$ cat config.mk
export PLATFORM = sky130hd
export DESIGN_NAME = id_stage_flat
export DESIGN_NICKNAME = d
export VERILOG_FILES = /design/src/rtl/id_stage_pkg.sv /design/src/rtl/id_stage_if.sv /design/src/rtl/id_stage_load_use_detect.sv /design/src/rtl/id_stage.sv /design/src/flat_wrapper.sv
export SDC_FILE = /design/constraint.sdc
export NUM_CORES = 1
export LEC_CHECK = 0
export CAP_MARGIN = 20
export CELL_PAD_IN_SITES_DETAIL_PLACEMENT = 1
export CELL_PAD_IN_SITES_GLOBAL_PLACEMENT = 1
export CORE_ASPECT_RATIO = 0.5
export CORE_UTILIZATION = 26
export CTS_CLUSTER_SIZE = 10
export DETAILED_ROUTE_END_ITERATION = 8
export GPL_ROUTABILITY_DRIVEN = 0
export PLACE_DENSITY = 0.74
export SLEW_MARGIN = 15
export SYNTH_ARGS = -nofsm -noshare
export SYNTH_HDL_FRONTEND = slang
export SYNTH_SLANG_ARGS = --single-unit
$ cat constraint.sdc
create_clock -name clk -period 2.04 [get_ports clk]
set_input_delay 0.408 -clock clk [delete_from_list [all_inputs] [get_ports clk]]
set_output_delay 0.408 -clock clk [all_outputs]
set_load 0.02 [all_outputs]
$ cat src/rtl/id_stage_pkg.sv
// Shared MIPS definitions used by fetch, decode and control: opcodes, funct codes,
// the instruction field layout and small decode helpers.
package id_stage_pkg;

  localparam logic [5:0] OP_RTYPE = 6'h00;
  localparam logic [5:0] OP_J     = 6'h02;
  localparam logic [5:0] OP_JAL   = 6'h03;
  localparam logic [5:0] OP_BEQ   = 6'h04;
  localparam logic [5:0] OP_BNE   = 6'h05;
  localparam logic [5:0] OP_ANDI  = 6'h0C;
  localparam logic [5:0] OP_ORI   = 6'h0D;
  localparam logic [5:0] OP_XORI  = 6'h0E;
  localparam logic [5:0] OP_LUI   = 6'h0F;
  localparam logic [5:0] OP_LW    = 6'h23;
  localparam logic [5:0] OP_SW    = 6'h2B;

  localparam logic [5:0] FN_SLL = 6'h00;
  localparam logic [5:0] FN_SRL = 6'h02;
  localparam logic [5:0] FN_SRA = 6'h03;

  localparam logic [15:0] STALL_CNT_MAX = 16'hFFFF;

  typedef struct packed {
    logic [5:0] op;
    logic [4:0] rs;
    logic [4:0] rt;
    logic [4:0] rd;
    logic [4:0] shamt;
    logic [5:0] funct;
  } instr_t;

  // Logical immediates are zero-extended; everything else sign-extends.
  function automatic logic [31:0] ext_imm(input logic [5:0] op, input logic [15:0] imm);
    if (op == OP_ANDI || op == OP_ORI || op == OP_XORI) return {16'h0000, imm};
    return {{16{imm[15]}}, imm};
  endfunction

  function automatic logic uses_rs(input logic [5:0] op, input logic [5:0] funct);
    if (op == OP_J || op == OP_JAL || op == OP_LUI) return 1'b0;
    if (op == OP_RTYPE && (funct == FN_SLL || funct == FN_SRL || funct == FN_SRA)) return 1'b0;
    return 1'b1;
  endfunction

  function automatic logic uses_rt(input logic [5:0] op);
    return (op == OP_RTYPE || op == OP_BEQ || op == OP_BNE || op == OP_SW);
  endfunction

endpackage

$ cat src/rtl/id_stage_if.sv
// Fetch/decode boundary: instruction in, decoded fields and stall feedback out.
interface id_stage_if;
  logic [31:0] ins;
  logic [31:0] pc_in;
  logic        flush;
  logic [5:0]  op;
  logic [4:0]  rs;
  logic [4:0]  rt;
  logic [4:0]  rd;
  logic [4:0]  shamt;
  logic [5:0]  funct;
  logic [31:0] imm_ext;
  logic [31:0] pc_out;
  logic        valid_out;
  logic        stall_f;
  logic [15:0] stall_cnt;

  modport master (
    output ins, pc_in, flush,
    input  op, rs, rt, rd, shamt, funct, imm_ext, pc_out, valid_out, stall_f, stall_cnt
  );

  modport slave (
    input  ins, pc_in, flush,
    output op, rs, rt, rd, shamt, funct, imm_ext, pc_out, valid_out, stall_f, stall_cnt
  );
endinterface

$ cat src/rtl/id_stage_load_use_detect.sv
// Load-use hazard check: the instruction in ID reads the register a load issued
// last cycle is still writing.
module load_use_detect
  import id_stage_pkg::*;
(
  input  logic [5:0] op,
  input  logic [4:0] rs,
  input  logic [4:0] rt,
  input  logic [5:0] funct,
  input  logic       v_r,
  input  logic       ld_pend,
  input  logic [4:0] ld_rt,
  output logic       hazard
);

  logic rs_hit;
  logic rt_hit;

  always_comb begin
    rs_hit = uses_rs(op, funct) && (rs == ld_rt);
    rt_hit = uses_rt(op) && (rt == ld_rt);
    // $0 is never really written, so a load to it cannot create a dependency.
    hazard = v_r && ld_pend && (ld_rt != 5'd0) && (rs_hit || rt_hit);
  end

endmodule

$ cat src/rtl/id_stage.sv
// Instruction decode stage: IF/ID register, field/immediate decode, load-use
// bubble insertion and a saturating bubble counter.
module id_stage
  import id_stage_pkg::*;
(
  input  logic        clk,
  input  logic        reset,
  id_stage_if.slave   bus
);

  instr_t      ir_q, ir_d;
  logic [31:0] pc_q, pc_d;
  logic        v_q, v_d;
  logic        ld_pend_q, ld_pend_d;
  logic [4:0]  ld_rt_q, ld_rt_d;
  logic [15:0] stall_cnt_q, stall_cnt_d;
  logic        hazard;
  logic        issue;
  logic        stall;

  load_use_detect u_load_use_detect (
    .op      (ir_q.op),
    .rs      (ir_q.rs),
    .rt      (ir_q.rt),
    .funct   (ir_q.funct),
    .v_r     (v_q),
    .ld_pend (ld_pend_q),
    .ld_rt   (ld_rt_q),
    .hazard  (hazard)
  );

  always_comb begin
    issue       = v_q && !hazard;
    stall       = hazard && !bus.flush;
    ir_d        = ir_q;
    pc_d        = pc_q;
    v_d         = v_q;
    ld_pend_d   = issue && (ir_q.op == OP_LW);
    ld_rt_d     = ir_q.rt;
    stall_cnt_d = stall_cnt_q;

    if (bus.flush) begin
      ir_d = '0;
      v_d  = 1'b0;
    end else if (!stall) begin
      ir_d = instr_t'(bus.ins);
      pc_d = bus.pc_in;
      v_d  = 1'b1;
    end

    if (stall && stall_cnt_q != STALL_CNT_MAX) stall_cnt_d = stall_cnt_q + 16'd1;
  end

  always_ff @(posedge clk) begin
    if (reset) begin
      ir_q        <= '0;
      pc_q        <= '0;
      v_q         <= 1'b0;
      ld_pend_q   <= 1'b0;
      ld_rt_q     <= '0;
      stall_cnt_q <= '0;
    end else begin
      ir_q        <= ir_d;
      pc_q        <= pc_d;
      v_q         <= v_d;
      ld_pend_q   <= ld_pend_d;
      ld_rt_q     <= ld_rt_d;
      stall_cnt_q <= stall_cnt_d;
    end
  end

  assign bus.op        = ir_q.op;
  assign bus.rs        = ir_q.rs;
  assign bus.rt        = ir_q.rt;
  assign bus.rd        = ir_q.rd;
  assign bus.shamt     = ir_q.shamt;
  assign bus.funct     = ir_q.funct;
  assign bus.imm_ext   = ext_imm(ir_q.op, {ir_q.rd, ir_q.shamt, ir_q.funct});
  assign bus.pc_out    = pc_q;
  assign bus.valid_out = issue;
  assign bus.stall_f   = stall;
  assign bus.stall_cnt = stall_cnt_q;

endmodule

$ cat src/flat_wrapper.sv
// flat-port wrapper written by rule: the top's interface ports become plain ports
module id_stage_flat import id_stage_pkg::*;
  (clk, reset, bus_ins, bus_pc_in, bus_flush, bus_op, bus_rs, bus_rt, bus_rd, bus_shamt, bus_funct, bus_imm_ext, bus_pc_out, bus_valid_out, bus_stall_f, bus_stall_cnt);
  id_stage_if bus_i ();
  input  logic clk;
  input  logic reset;
  input wire logic [$bits(bus_i.ins)-1:0] bus_ins;
  input wire logic [$bits(bus_i.pc_in)-1:0] bus_pc_in;
  input wire logic [$bits(bus_i.flush)-1:0] bus_flush;
  output wire logic [$bits(bus_i.op)-1:0] bus_op;
  output wire logic [$bits(bus_i.rs)-1:0] bus_rs;
  output wire logic [$bits(bus_i.rt)-1:0] bus_rt;
  output wire logic [$bits(bus_i.rd)-1:0] bus_rd;
  output wire logic [$bits(bus_i.shamt)-1:0] bus_shamt;
  output wire logic [$bits(bus_i.funct)-1:0] bus_funct;
  output wire logic [$bits(bus_i.imm_ext)-1:0] bus_imm_ext;
  output wire logic [$bits(bus_i.pc_out)-1:0] bus_pc_out;
  output wire logic [$bits(bus_i.valid_out)-1:0] bus_valid_out;
  output wire logic [$bits(bus_i.stall_f)-1:0] bus_stall_f;
  output wire logic [$bits(bus_i.stall_cnt)-1:0] bus_stall_cnt;
  assign bus_i.ins = bus_ins;
  assign bus_i.pc_in = bus_pc_in;
  assign bus_i.flush = bus_flush;
  assign bus_op = bus_i.op;
  assign bus_rs = bus_i.rs;
  assign bus_rt = bus_i.rt;
  assign bus_rd = bus_i.rd;
  assign bus_shamt = bus_i.shamt;
  assign bus_funct = bus_i.funct;
  assign bus_imm_ext = bus_i.imm_ext;
  assign bus_pc_out = bus_i.pc_out;
  assign bus_valid_out = bus_i.valid_out;
  assign bus_stall_f = bus_i.stall_f;
  assign bus_stall_cnt = bus_i.stall_cnt;
  id_stage u_core (.clk(clk), .reset(reset), .bus(bus_i));
endmodule
-- Yosys cells after proc, flatten, opt, wreduce, memory -nomap -nowiden
Index checks and enable logic that the tools add are counted.
- register bits: 87
- latch bits: 0
- bits in writable memories: 0
- memory bits (read-only): 0
- input port bits: 67
- output and inout bits: 114
- memories kept: 0
- add/subtract/negate cells: 1
- multiply operators: 0
- divide/modulo/power cells: 0
- order comparisons: 0
- equality and inequality tests: 15
- shifts and indexed selects: 0
- muxes and demuxes: 10
- bitwise gates (word level): 2
- reductions and logical operators: 27
- operators with widths (kind ; count):
    two-way mux 32 bit ; 2
    equality test 6 x 2 -> 1 bit, second input constant ; 4
    equality test 6 x 4 -> 1 bit, second input constant ; 4
    adder 16 x 1 -> 16 bit, second input constant ; 1
    != test 16 bit, second input constant ; 1
    equality test 6 x 3 -> 1 bit, second input constant ; 2
    equality test 6 bit, second input constant ; 2
    zero test 6 bit ; 2
    equality test 5 bit ; 2
    logical AND 1 bit ; 10
    logical OR 1 bit ; 10
    two-way mux 1 bit ; 8
    nonzero test 5 bit ; 1
    zero test 1 bit ; 2
    inverter 1 bit ; 2
    AND reduction 2 bit ; 1
    OR reduction 2 bit ; 1

-- Logic depth before layout (Yosys ltp)
Gate-level depths: netlist (run 1).
- depth after elaboration: 14
- mapped depth: 9

-- Cells and area by module
From an unflattened synthesis (run 1), not the netlist that was laid out.
- cells, all modules: 425
- area total of the unflattened synthesis: 3748.6 um^2
- modules (own cells, without submodules) (module ; instances ; cells each ; area each (um^2) ; seq. area each (um^2)):
    id_stage ; 1 ; 395 ; 3535.9 ; 1741.7
    load_use_detect ; 1 ; 30 ; 212.7 ; 0.0

-- Worst setup path before layout (run 1)
OpenSTA, ideal clock, no wires.
- path kind: reg-to-output
- start point: reg u_core.ir_q, in the netlist u_core.bus.op[3]
- end point: out bus_stall_f
- data arrival time: 1968 ps
- data required time: 1632 ps
- slack: -336 ps
- cell stages (with the launch flop): 9
- buffers on the path: 3
- cell sequence: dfxtp_1 -> or2b_1 -> o22ai_2 -> nand3_1 -> a21o_1 -> buf_2 -> buf_2 -> buf_2 -> nor2_1
- longest elaborated chain between the ends: 10
- ends and longest elaborated chain (what ; RTL line ; text):
    start, declared ; id_stage.sv:11 ; instr_t ir_q, ir_d;
    start signal, assigned ; id_stage.sv:63 ; ir_q <= ir_d;
    zero test 6 bit ; id_stage_pkg.sv:40, id_stage_pkg.sv:45 ;
    logical AND 1 bit ; id_stage_pkg.sv:40 ; if (op == OP_RTYPE && (funct == FN_SLL || funct == FN_SRL || funct == FN_SRA)) return 1'b0;
    two-way mux 1 bit (2 in series) ; id_stage_pkg.sv:40 ;
    two-way mux 1 bit ; id_stage_pkg.sv:41 ; return 1'b1;
    two-way mux 1 bit ; id_stage_pkg.sv:40 ;
    logical AND 1 bit ; id_stage_load_use_detect.sv:20 ; rs_hit = uses_rs(op, funct) && (rs == ld_rt);
    logical OR 1 bit (*) ; id_stage_load_use_detect.sv:23 ; hazard = v_r && ld_pend && (ld_rt != 5'd0) && (rs_hit || rt_hit);
    logical AND 1 bit (*) ; id_stage_load_use_detect.sv:23 ;
    logical AND 1 bit (*) ; id_stage.sv:34 ; stall = hazard && !bus.flush;
    end, declared ; flat_wrapper.sv:19 ; output wire logic [$bits(bus_i.stall_f)-1:0] bus_stall_f;
Every way passes the cells marked *; elsewhere a longest branch is shown, timed or not. The select of a mux whose other input is x is not followed.

-- Worst setup path in the final report (run 1)
- start point: reg u_core.ld_rt_q[0]
- end point: reg u_core.stall_cnt_q[7], in the netlist u_core.bus.stall_cnt[7]
- longest elaborated chain between the ends: 6
- ends and longest elaborated chain (what ; RTL line ; text):
    start, declared ; id_stage.sv:15 ; logic [4:0] ld_rt_q, ld_rt_d;
    start signal, assigned ; id_stage.sv:67 ; ld_rt_q <= ld_rt_d;
    equality test 5 bit, on equally long branches ; id_stage_load_use_detect.sv:20, id_stage_load_use_detect.sv:21 ;
    logical AND 1 bit, on equally long branches ; id_stage_load_use_detect.sv:20, id_stage_load_use_detect.sv:21 ;
    logical OR 1 bit ; id_stage_load_use_detect.sv:23 ;
    logical AND 1 bit (*) ; id_stage_load_use_detect.sv:23 ;
    logical AND 1 bit (*) ; id_stage.sv:34 ;
    logical AND 1 bit (*) ; id_stage.sv:51 ; if (stall && stall_cnt_q != STALL_CNT_MAX) stall_cnt_d = stall_cnt_q + 16'd1;
    end signal, assigned ; id_stage.sv:68 ; stall_cnt_q <= stall_cnt_d;
    end, declared ; id_stage.sv:16 ; logic [15:0] stall_cnt_q, stall_cnt_d;
Every way passes the cells marked *; elsewhere a longest branch is shown, timed or not.
A chain may end at the register's enable or synchronous reset.

==> results of run 1 <==
worst max-delay path, cell delays in order (launching register included):
cell and delay, ns:
dfxtp_1 0.33, buf_4 0.14, xor2_1 0.15, nor3_1 0.18, nand4_1 0.26, buf_4 0.23, a211o_4 0.36, buf_12 0.15
or4_4 0.43, a21oi_2 0.17
layer usage:
layer | share of wire (%) | GRT usage [%] | routed length [um] | vias up
met4 | 2.0 | 5.95 | 314 | 0
met5 | 0 | 0 | 0 | -
met2 | 53 | 35.3 | 8490 | 93
met3 | 3.4 | 4.04 | 541 | 30
met1 | 41 | 22.7 | 6550 | 1987
li1 | - | - | - | 1871
registers in the layout, summed over array words and instances, names as in the netlist:
| name | count |
|---|---|
| u_core.bus.rs | 5 |
| u_core.bus.pc_out | 32 |
| u_core.bus.op | 6 |
| u_core.bus.rt | 5 |
| u_core.ld_rt_q | 5 |
| u_core.ld_pend_q | 1 |
| u_core.bus.shamt | 5 |
| u_core.bus.stall_cnt | 16 |
| u_core.v_q | 1 |
| u_core.bus.funct | 6 |
| u_core.bus.rd | 5 |
layout make-up:
type                       instances  area (um^2)  share of cell area, %
clock buffer                      10          229                   3.30
clock inverter                     6         58.8                  0.847
inverter                           8         30.0                  0.432
multi-input combinational        272         2000                   28.8
sequential                        87         1750                   25.2
tap                              192          240                   3.46
timing repair buffer             262         2640                   37.9
cells in the final DEF (no fill, tap or decap), types with 4 or more instances in the layout:
cell / count
clkbuf_16: 13
buf_16: 4
o21ai_2: 9
buf_4: 58
nand3_2: 17
nor2_1: 39
mux2i_1: 30
or3_4: 4
nand2_1: 34
or3_1: 4
a21oi_1: 6
inv_1: 7
o21ai_1: 16
buf_6: 8
a21oi_2: 6
clkinv_2: 4
nand3_1: 25
clkdlybuf4s50_1: 160
nor2b_1: 7
dfxtp_2: 8
or4_4: 5
xor2_1: 9
dfxtp_1: 79
buf_2: 17
buf_12: 10
o211ai_1: 4
o21ai_0: 10
report_power, final:
group	leakage (nW)	switching (mW)	internal (mW)
combinational	1.92	0.353	0.412
clock	0.146	0.717	0.946
sequential	0.717	0.0479	1.77
synthesized netlist by cell type:
library cell  number  area (um^2)
and4_1             1         8.76
or2_2              1         6.26
o22ai_2            1         12.5
or4_1              7         52.6
o21ba_2            1         10.0
buf_6              1         11.3
inv_1              7         26.3
or3_1              8         50.1
buf_4             34          255
o211ai_1           4         30.0
nand2_1           34          128
a211o_1            1         8.76
and2_1             1         6.26
buf_1              2         7.51
xor2_1            11         96.3
or2b_1             1         7.51
nand3_1           42          210
and3b_1            1         8.76
a21o_1             1         7.51
inv_2              1         3.75
o21a_1             1         7.51
nor4_4             1         21.3
and3_1             3         18.8
nand4_1            3         18.8
dfxtp_1           87         1740
o211a_1            1         10.0
a21oi_1           12         60.1
ha_1               1         12.5
nor2_1            42          158
o41ai_1            1         8.76
nor2b_1            7         43.8
a41oi_1            1         8.76
o31ai_1            8         60.1
nor3_1             2         10.0
buf_2              6         30.0
mux2i_1           33          330
clkbuf_1          13         48.8
nor4_1             3         18.8
o2111ai_1          1         8.76
o21ai_0           36          180
mux2_2             1         11.3
repair_timing:
action,4_1_cts,5_1_grt
gates resized for setup,115,90
endpoints found under the hold margin,0,0
pin swaps,25,19
setup buffers,11,5
cloned,7,3
setup endpoints to repair,64,74
worst max path at each step:
stage / cells after the start / endpoint / slack [ns] / from
5_1_grt: 11 / u_core.bus.pc_out[2] / -0.55 / u_core.ld_rt_q[0]
3_5_place_dp: 5 / bus_valid_out / -0.38 / u_core.ld_rt_q[0]
3_3_place_gp: 5 / bus_valid_out / -0.35 / u_core.ld_rt_q[0]
2_1_floorplan: 8 / bus_stall_f / -0.21 / u_core.bus.rt[4]
4_1_cts: 7 / bus_valid_out / -0.35 / u_core.ld_rt_q[3]
6_report: 9 / u_core.bus.stall_cnt[7] / -0.45 / u_core.ld_rt_q[0]
cells by family (layout without fill, tap and decap cells):
logic type / after synthesis / count (layout) / synth area share (%)
simple gates: 157 / 157 / 20.4
flops: 87 / 87 / 46.4
fa+ha+maj: 1 / 1 / 0.333
compound gates: 69 / 69 / 11.0
xor+xnor: 11 / 11 / 2.57
buf+inv: 64 / 286 / 10.2
mux: 34 / 34 / 9.10
metrics by stage:
stage / setup WS [ns] / area (um^2) / total power [mW]
CTS: -0.351 / 6590 / 4.24
global placement: -0.347 / 5960 / 2.53
global route: -0.549 / 6950 / 4.39
finish: -0.454 / 6950 / 4.24
detailed placement: -0.384 / 5960 / 2.54
floorplan: -0.210 / 3770 / 2.16
==> results.json, run 1 <==
{
  "synthDistinctLibCells": 41,
  "ant_nets": 0,
  "grt_pass1_wl_mm": 22.1,
  "die_w_um": 172,
  "final_nets": 708,
  "cts_root_buf": "clkbuf_16",
  "yosysSeqAreaShare_pct": 46.4,
  "reg2reg_depth": 9,
  "core-area_mm2": 0.0138,
  "avgRoutedWirePerCell_um": 19.0,
  "timing.final.crit_period_ns": 2.49,
  "critPathMaxFanout": 6,
  "first_pass_iters": 4,
  "io_buffers": 180,
  "required_ns": 2.31,
  "fin_ws_ns": -0.454,
  "hold_depth": 3,
  "vias_per_cell": 4.76,
  "syn_area_per_cell_um2": 8.88,
  "cts_tree": "yes",
  "num_antenna_cells": 0,
  "finalClockSkew_ns": 0.00826,
  "fmax_ghz": 0.401,
  "hold_class": "primary input to register",
  "synthCells": 423,
  "peakVddDrop_v": 0.000396,
  "num_vias": 3981,
  "syn-num-nets": 491,
  "violations": "setup timing",
  "worstMarginPinSlew_ns": 0.645,
  "routed_wl_mm": 15.9,
  "clk_pin_slew_ns": 0.07,
  "powerDensity_mw_per_mm2": 611,
  "setup_viol": 68,
  "antenna_found_initial": 0,
  "critical_path_arrival_ns": 2.76,
  "n_fill_cell": 1576,
  "numCtsBuffers": 9,
  "start_kind": "register",
  "overflow": 0,
  "num_io_pins": 181,
  "drv_slew": 0,
  "initial_core_util_pct": 27.2,
  "grt.total_usage_pct": 19.3,
  "final_cells": 837,
  "clock-sinks": 87,
  "synth_warnings": 0,
  "ctsHtreeMaxLevel": 3,
  "ys_seq_elements": 87,
  "drc": 0,
  "clock_latency_ns": 0.35,
  "die_y_um": 87.0,
  "path_class": "register to register",
  "r2r-start": "u_core.ld_rt_q[0]",
  "hpwl_mm": 8.93,
  "syn_to_final_growth_pct": 85.0,
  "max_slew_margin_pct": 57.0,
  "min_period_over_period_pct": 122,
  "hold_violations": 0,
  "maxCapViolCount": 0,
  "clock_path_buffers": 2,
  "die_area_mm2": 0.0150,
  "min_from": "reset",
  "grt_pass1_vias": 4097,
  "rows": 30,
  "utilization_pct": 50.3,
  "drt_iter0_markers": 151,
  "cts_hold_buf": 0,
  "end_kind": "register",
  "hold_ws_ns": 0.456,
  "rsz0062_at_grt": "yes",
  "syn-cell-area_mm2": 0.00375,
  "dp.cells": 798,
  "status": "complete, but fails checks",
  "rrSetupSlack_ns": -0.45,
  "grt_max_degree": 56,
  "r2r_end": "u_core.bus.stall_cnt[7]",
  "leakagePower_nw": 2.78,
  "tns_ns": -18.23,
  "hold_end": "u_core.bus.rd[4]",
  "drive_above_1_share_pct": 29.6
}
Note: power is estimated with default switching activity, not from simulation.
==> run 2, diff against run 1 <==
--- a/config.mk
+++ b/config.mk
@@ -9,11 +9,11 @@
 export CELL_PAD_IN_SITES_DETAIL_PLACEMENT = 1
 export CELL_PAD_IN_SITES_GLOBAL_PLACEMENT = 1
 export CORE_ASPECT_RATIO = 0.5
-export CORE_UTILIZATION = 26
+export CORE_UTILIZATION = 29
 export CTS_CLUSTER_SIZE = 10
 export DETAILED_ROUTE_END_ITERATION = 8
 export GPL_ROUTABILITY_DRIVEN = 0
-export PLACE_DENSITY = 0.74
+export PLACE_DENSITY = 0.78
 export SLEW_MARGIN = 15
 export SYNTH_ARGS = -nofsm -noshare
 export SYNTH_HDL_FRONTEND = slang
==> constraint.sdc (replaced) <==
create_clock -name clk -period 2.61 [get_ports clk]
set_input_delay 0.522 -clock clk [delete_from_list [all_inputs] [get_ports clk]]
set_output_delay 0.522 -clock clk [all_outputs]
set_load 0.02 [all_outputs]
==> results.json, run 2 (synthesis results as in run 1) <==
{
  "status": "completed",
  "cts_root_buf": "clkbuf_16",
  "ant_nets": 0,
  "swShare_pct": 24.0,
  "routed-wl-met2_mm": 5.67,
  "placed_cell_area_mm2": 0.00555,
  "drt_iter0_markers": 135,
  "drive_above_1_share_pct": 7.09,
  "timing.final.crit_period_ns": 2.54,
  "vias_per_cell": 4.65,
  "hold_violations": 0,
  "num_vias": 3454,
  "min_period_over_period_pct": 97.4,
  "critical_path_arrival_ns": 2.02,
  "peakVddDrop_v": 0.000292,
  "critPathMaxFanout": 16,
  "cpPeakStageDelay_ns": 0.63,
  "end_kind": "primary output",
  "slowest_stage": "clkdlybuf4s50_1",
  "clock-sinks": 87,
  "initial_core_util_pct": 30.7,
  "netSwitchingPower_uw": 794,
  "dp_worst_setup_slack_ns": 0.0124,
  "numCtsBuffers": 9,
  "utilization_pct": 48.1,
  "final_area_mm2": 0.00588,
  "die_w_um": 163,
  "pwr-share-comb_pct": 14.9,
  "required_ns": 2.09,
  "first_pass_iters": 4,
  "routed_wl_mm": 11.3,
  "intPower_mw": 2.51,
  "pwr-share-clk_pct": 42.1,
  "max_slew_margin_pct": 60.4,
  "largest_register_ff_count": 32,
  "hold_class": "register to register",
  "pwr-share-seq_pct": 42.9,
  "start_kind": "register",
  "antenna_found_initial": 0,
  "top_layer": "met4",
  "core-area_mm2": 0.0122,
  "die_area_mm2": 0.0134,
  "fin_ws_ns": 0.0686,
  "drv_slew": 0,
  "worst-path-buf-inv": 2,
  "final_common_cell": "clkdlybuf4s50_1",
  "ctsHtreeMaxLevel": 3,
  "num_antenna_cells": 0,
  "rows": 28,
  "syn_to_final_growth_pct": 56.6,
  "maxCapViolCount": 0,
  "dp.cells": 726,
  "overflow": 0,
  "drc": 0,
  "fmax_ghz": 0.393,
  "layout_common_cells": "clkdlybuf4s50_1, dfxtp_1, nor2_1, nand3_1, o21ai_0",
  "worstMarginPinSlew_ns": 0.594,
  "hpwl_mm": 8.29,
  "critPathTopFamily": "buffers and inverters",
  "grt_pass1_wl_mm": 17.5,
  "clock_path_buffers": 2,
  "dr_wl_met3_um": 443,
  "final_cells": 743,
  "path_class": "register to primary output",
  "die_y_um": 82.5,
  "clock_latency_ns": 0.34,
  "clk_pin_slew_ns": 0.07,
  "final_nets": 641,
  "grt.total_usage_pct": 16.7,
  "avgRoutedWirePerCell_um": 15.2,
  "leakagePower_nw": 2.29,
  "rsz0062_at_grt": "no",
  "setup_viol": 0,
  "wl_met1_mm": 5.10,
  "powerDensity_mw_per_mm2": 562,
  "grt_pass1_vias": 3425,
  "num_io_pins": 181,
  "cts_tree": "yes",
  "grt_max_degree": 56,
  "cp_cell_sequence": "nor2_1 > a41oi_1 > buf_4 > clkdlybuf4s50_1",
  "finalClockSkew_ns": 0.00648,
  "io_buffers": 180
}
## run 2: changes by cell type in the layout (fill, tap and decap cells not counted), sizes merged
cell	delta
clkinv	-2
buf	-80
clkdlybuf4s50	+14
dlymetal6s2s	+2
clkinvlp	+1
bufinv	+1
clkbuf	-2
inv	-1
## run 2: final cells by class
cell class              instances  area (um^2)
flip-flops and latches         87         1740
fillers                      1384         6340
repair buffers                195         1950
clock inverters                 5         81.3
well taps                     165          206
inverters                       8         30.0
multi-input cells             272         1630
clock buffers                  11          243
## run 2: path summary, 6_finish.rpt
path                            start                        to  slack (ns)  cells past startpoint
setup / recovery     u_core.bus.op[4]           bus_imm_ext[23]        0.07                      4
hold / removal    u_core.bus.shamt[4]       u_core.bus.shamt[4]        0.48                      2
setup reg to reg    u_core.ld_rt_q[1]  u_core.bus.stall_cnt[15]        0.34                      7
hold reg to reg   u_core.bus.shamt[4]       u_core.bus.shamt[4]        0.48                      2
## run 2: timing repair
action,CTS,global route
hold buffers,0,0
pin swaps,0,1
gates resized for setup,4,8
endpoints found under the setup margin,2,7
buffers inserted,0,1
## run 2: power groups by stage
stage	sequential [mW]	clock, mW	combinational, mW
6_report	1.42	1.39	0.493
5_1_grt	1.43	1.49	0.527
4_1_cts	1.42	1.44	0.500
3_5_place_dp	1.45	0	0.497
3_3_place_gp	1.45	0	0.489
2_1_floorplan	1.50	0	0.184
## run 2: worst reg2reg max path: cells and delay by family (launching register included)
family	cells	cell delay, ns
compound gates	2	0.41
xor+xnor	1	0.14
buf+inv	1	0.25
flops	1	0.42
simple gates	3	0.99
## run 2: metrics by stage
| step | power, mW | setup TNS, ns | hold WS, ns |
|---|---|---|---|
| after global routing | 3.45 | 0 | 0.510 |
| after CTS | 3.36 | -0.00252 | 0.480 |
| final | 3.31 | 0 | 0.479 |
| after detailed placement | 1.95 | 0 | 0.472 |
| after floorplan | 1.69 | 0 | 0.546 |
| after global placement | 1.93 | 0 | 0.459 |
## run 2: layer usage
layer,vias up,global-route usage (%)
li1,1735,-
met3,10,4.00
met5,-,0
met4,0,3.93
met1,1631,19.3
met2,78,31.6
==> run 3, diff against run 2 <==
--- a/config.mk
+++ b/config.mk
@@ -13,7 +13,7 @@
 export CTS_CLUSTER_SIZE = 10
 export DETAILED_ROUTE_END_ITERATION = 8
 export GPL_ROUTABILITY_DRIVEN = 0
-export PLACE_DENSITY = 0.78
+export PLACE_DENSITY_LB_ADDON = 0.1
 export SLEW_MARGIN = 15
 export SYNTH_ARGS = -nofsm -noshare
 export SYNTH_HDL_FRONTEND = slang
==> results.json, run 3 (synthesis results as in run 1) <==
{
  "num_io_pins": 181,
  "dp_worst_setup_slack_ns": 0.0240,
  "final_common_cell": "clkdlybuf4s50_1",
  "syn_to_final_growth_pct": 57.4,
  "start_kind": "register",
  "cts_tree": "yes",
  "utilization_pct": 48.3,
  "initial_core_util_pct": 30.7,
  "numCtsBuffers": 9,
  "routed_wl_mm": 10.8,
  "hold_violations": 0,
  "end_kind": "primary output",
  "cts_root_buf": "clkbuf_16",
  "fin_ws_ns": 0.124,
  "first_pass_iters": 4,
  "overflow": 0,
  "timing.final.crit_period_ns": 2.49,
  "avgRoutedWirePerCell_um": 14.5,
  "crit_path_start": "u_core.ld_rt_q[3]",
  "drive_above_1_share_pct": 8.58,
  "path_class": "register to primary output",
  "num_antenna_cells": 0,
  "min_from": "u_core.bus.rd[1]",
  "antenna_found_initial": 0,
  "peakVddDrop_v": 0.000300,
  "clock_path_buffers": 2,
  "drt_iter0_markers": 88,
  "drv_slew": 0,
  "grt.total_usage_pct": 16.2,
  "ctsHtreeMaxLevel": 3,
  "clk_pin_slew_ns": 0.06,
  "fmax_ghz": 0.402,
  "layout_common_cells": "clkdlybuf4s50_1, dfxtp_1, nor2_1, nand3_1, o21ai_0",
  "die_w_um": 163,
  "grt_pass1_vias": 3396,
  "hold_class": "register to register",
  "clock-sinks": 87,
  "vias_per_cell": 4.72,
  "grt_pass1_wl_mm": 16.9,
  "clock_latency_ns": 0.35,
  "critPathMaxFanout": 5,
  "critical_path_arrival_ns": 1.96,
  "num_vias": 3528,
  "worstMarginPinSlew_ns": 0.605,
  "rows": 28,
  "total_power_mw": 3.24,
  "powerDensity_mw_per_mm2": 549,
  "tns_ns": 0,
  "ant_nets": 0,
  "maxCapViolCount": 0,
  "leakagePower_nw": 2.45,
  "grt_max_degree": 56,
  "min_period_over_period_pct": 95.3,
  "largest_register_ff_count": 32,
  "r2r-start": "u_core.bus.stall_cnt[3]",
  "finalClockSkew_ns": 0.00957,
  "drc": 0,
  "hpwl_mm": 7.78,
  "die_y_um": 82.5,
  "cts_hold_buf": 0,
  "hold_ws_ns": 0.476,
  "required_ns": 2.09,
  "status": "completed",
  "io_buffers": 180,
  "die_area_mm2": 0.0134,
  "final_nets": 646,
  "core-area_mm2": 0.0122,
  "max_slew_margin_pct": 59.7,
  "setup_viol": 0
}
## run 3: changes by cell type in the layout (fill, tap and decap cells not counted), moves of 2 or more
cell / change
buf_4: +5
buf_2: +2
dfxtp_1: -4
inv_6: +4
dfxtp_2: +4
clkdlybuf4s50_1: -9
dlymetal6s2s_1: +9
## run 3: final cells by class
type / count / area, um^2
fill: 1417 / 6320
tap: 165 / 206
clock buffer: 9 / 225
inverter: 8 / 30.0
clock inverter: 7 / 77.6
timing repair buffer: 200 / 1990
multi-input combinational: 272 / 1630
sequential: 87 / 1750
## run 3: path summary, 6_finish.rpt
check | endpoint | slack [ns] | cells after the start
max | bus_valid_out | 0.12 | 5
min reg2reg | u_core.bus.rd[1] | 0.48 | 2
max reg2reg | u_core.bus.stall_cnt[2] | 0.22 | 6
min | u_core.bus.rd[1] | 0.48 | 2
## run 3: worst max-delay path: stages, from the launching register on
cell      delay (ns)
dfxtp_1         0.33
or4_1           0.53
o211ai_1        0.25
a21o_2          0.18
and2_1          0.15
buf_2           0.18
## run 3: layer usage
| metal | vias up | part of all wire [%] | global-route usage (%) | wire length, um |
|---|---|---|---|---|
| met2 | 117 | 45 | 26.5 | 4830 |
| li1 | 1746 | - | - | - |
| met1 | 1655 | 46 | 19.7 | 4980 |
| met5 | - | 0 | 0 | 0 |
| met4 | 0 | 0.90 | 5.05 | 97 |
| met3 | 10 | 8.5 | 6.24 | 917 |
## run 3: timing repair
| item | CTS | global route |
|---|---|---|
| cloned | 0 | 0 |
| endpoints found under the setup margin | 2 | 18 |
| pin swaps | 0 | 2 |
| resized for setup | 7 | 17 |
| setup buffers | 0 | 2 |
## run 3: metrics by stage
step                cell area [um^2]  instances
global route                    5910        748
global placement                5570        730
floorplan                       3750        423
finish                          5910        748
CTS                             5870        746
detailed placement              5570        730
## run 3: where the power goes
| group | internal [mW] | total (mW) | leakage (nW) | switching (mW) |
|---|---|---|---|---|
| logic | 0.267 | 0.490 | 1.59 | 0.223 |
| clock network | 0.754 | 1.33 | 0.147 | 0.578 |
| registers | 1.38 | 1.42 | 0.715 | 0.0391 |
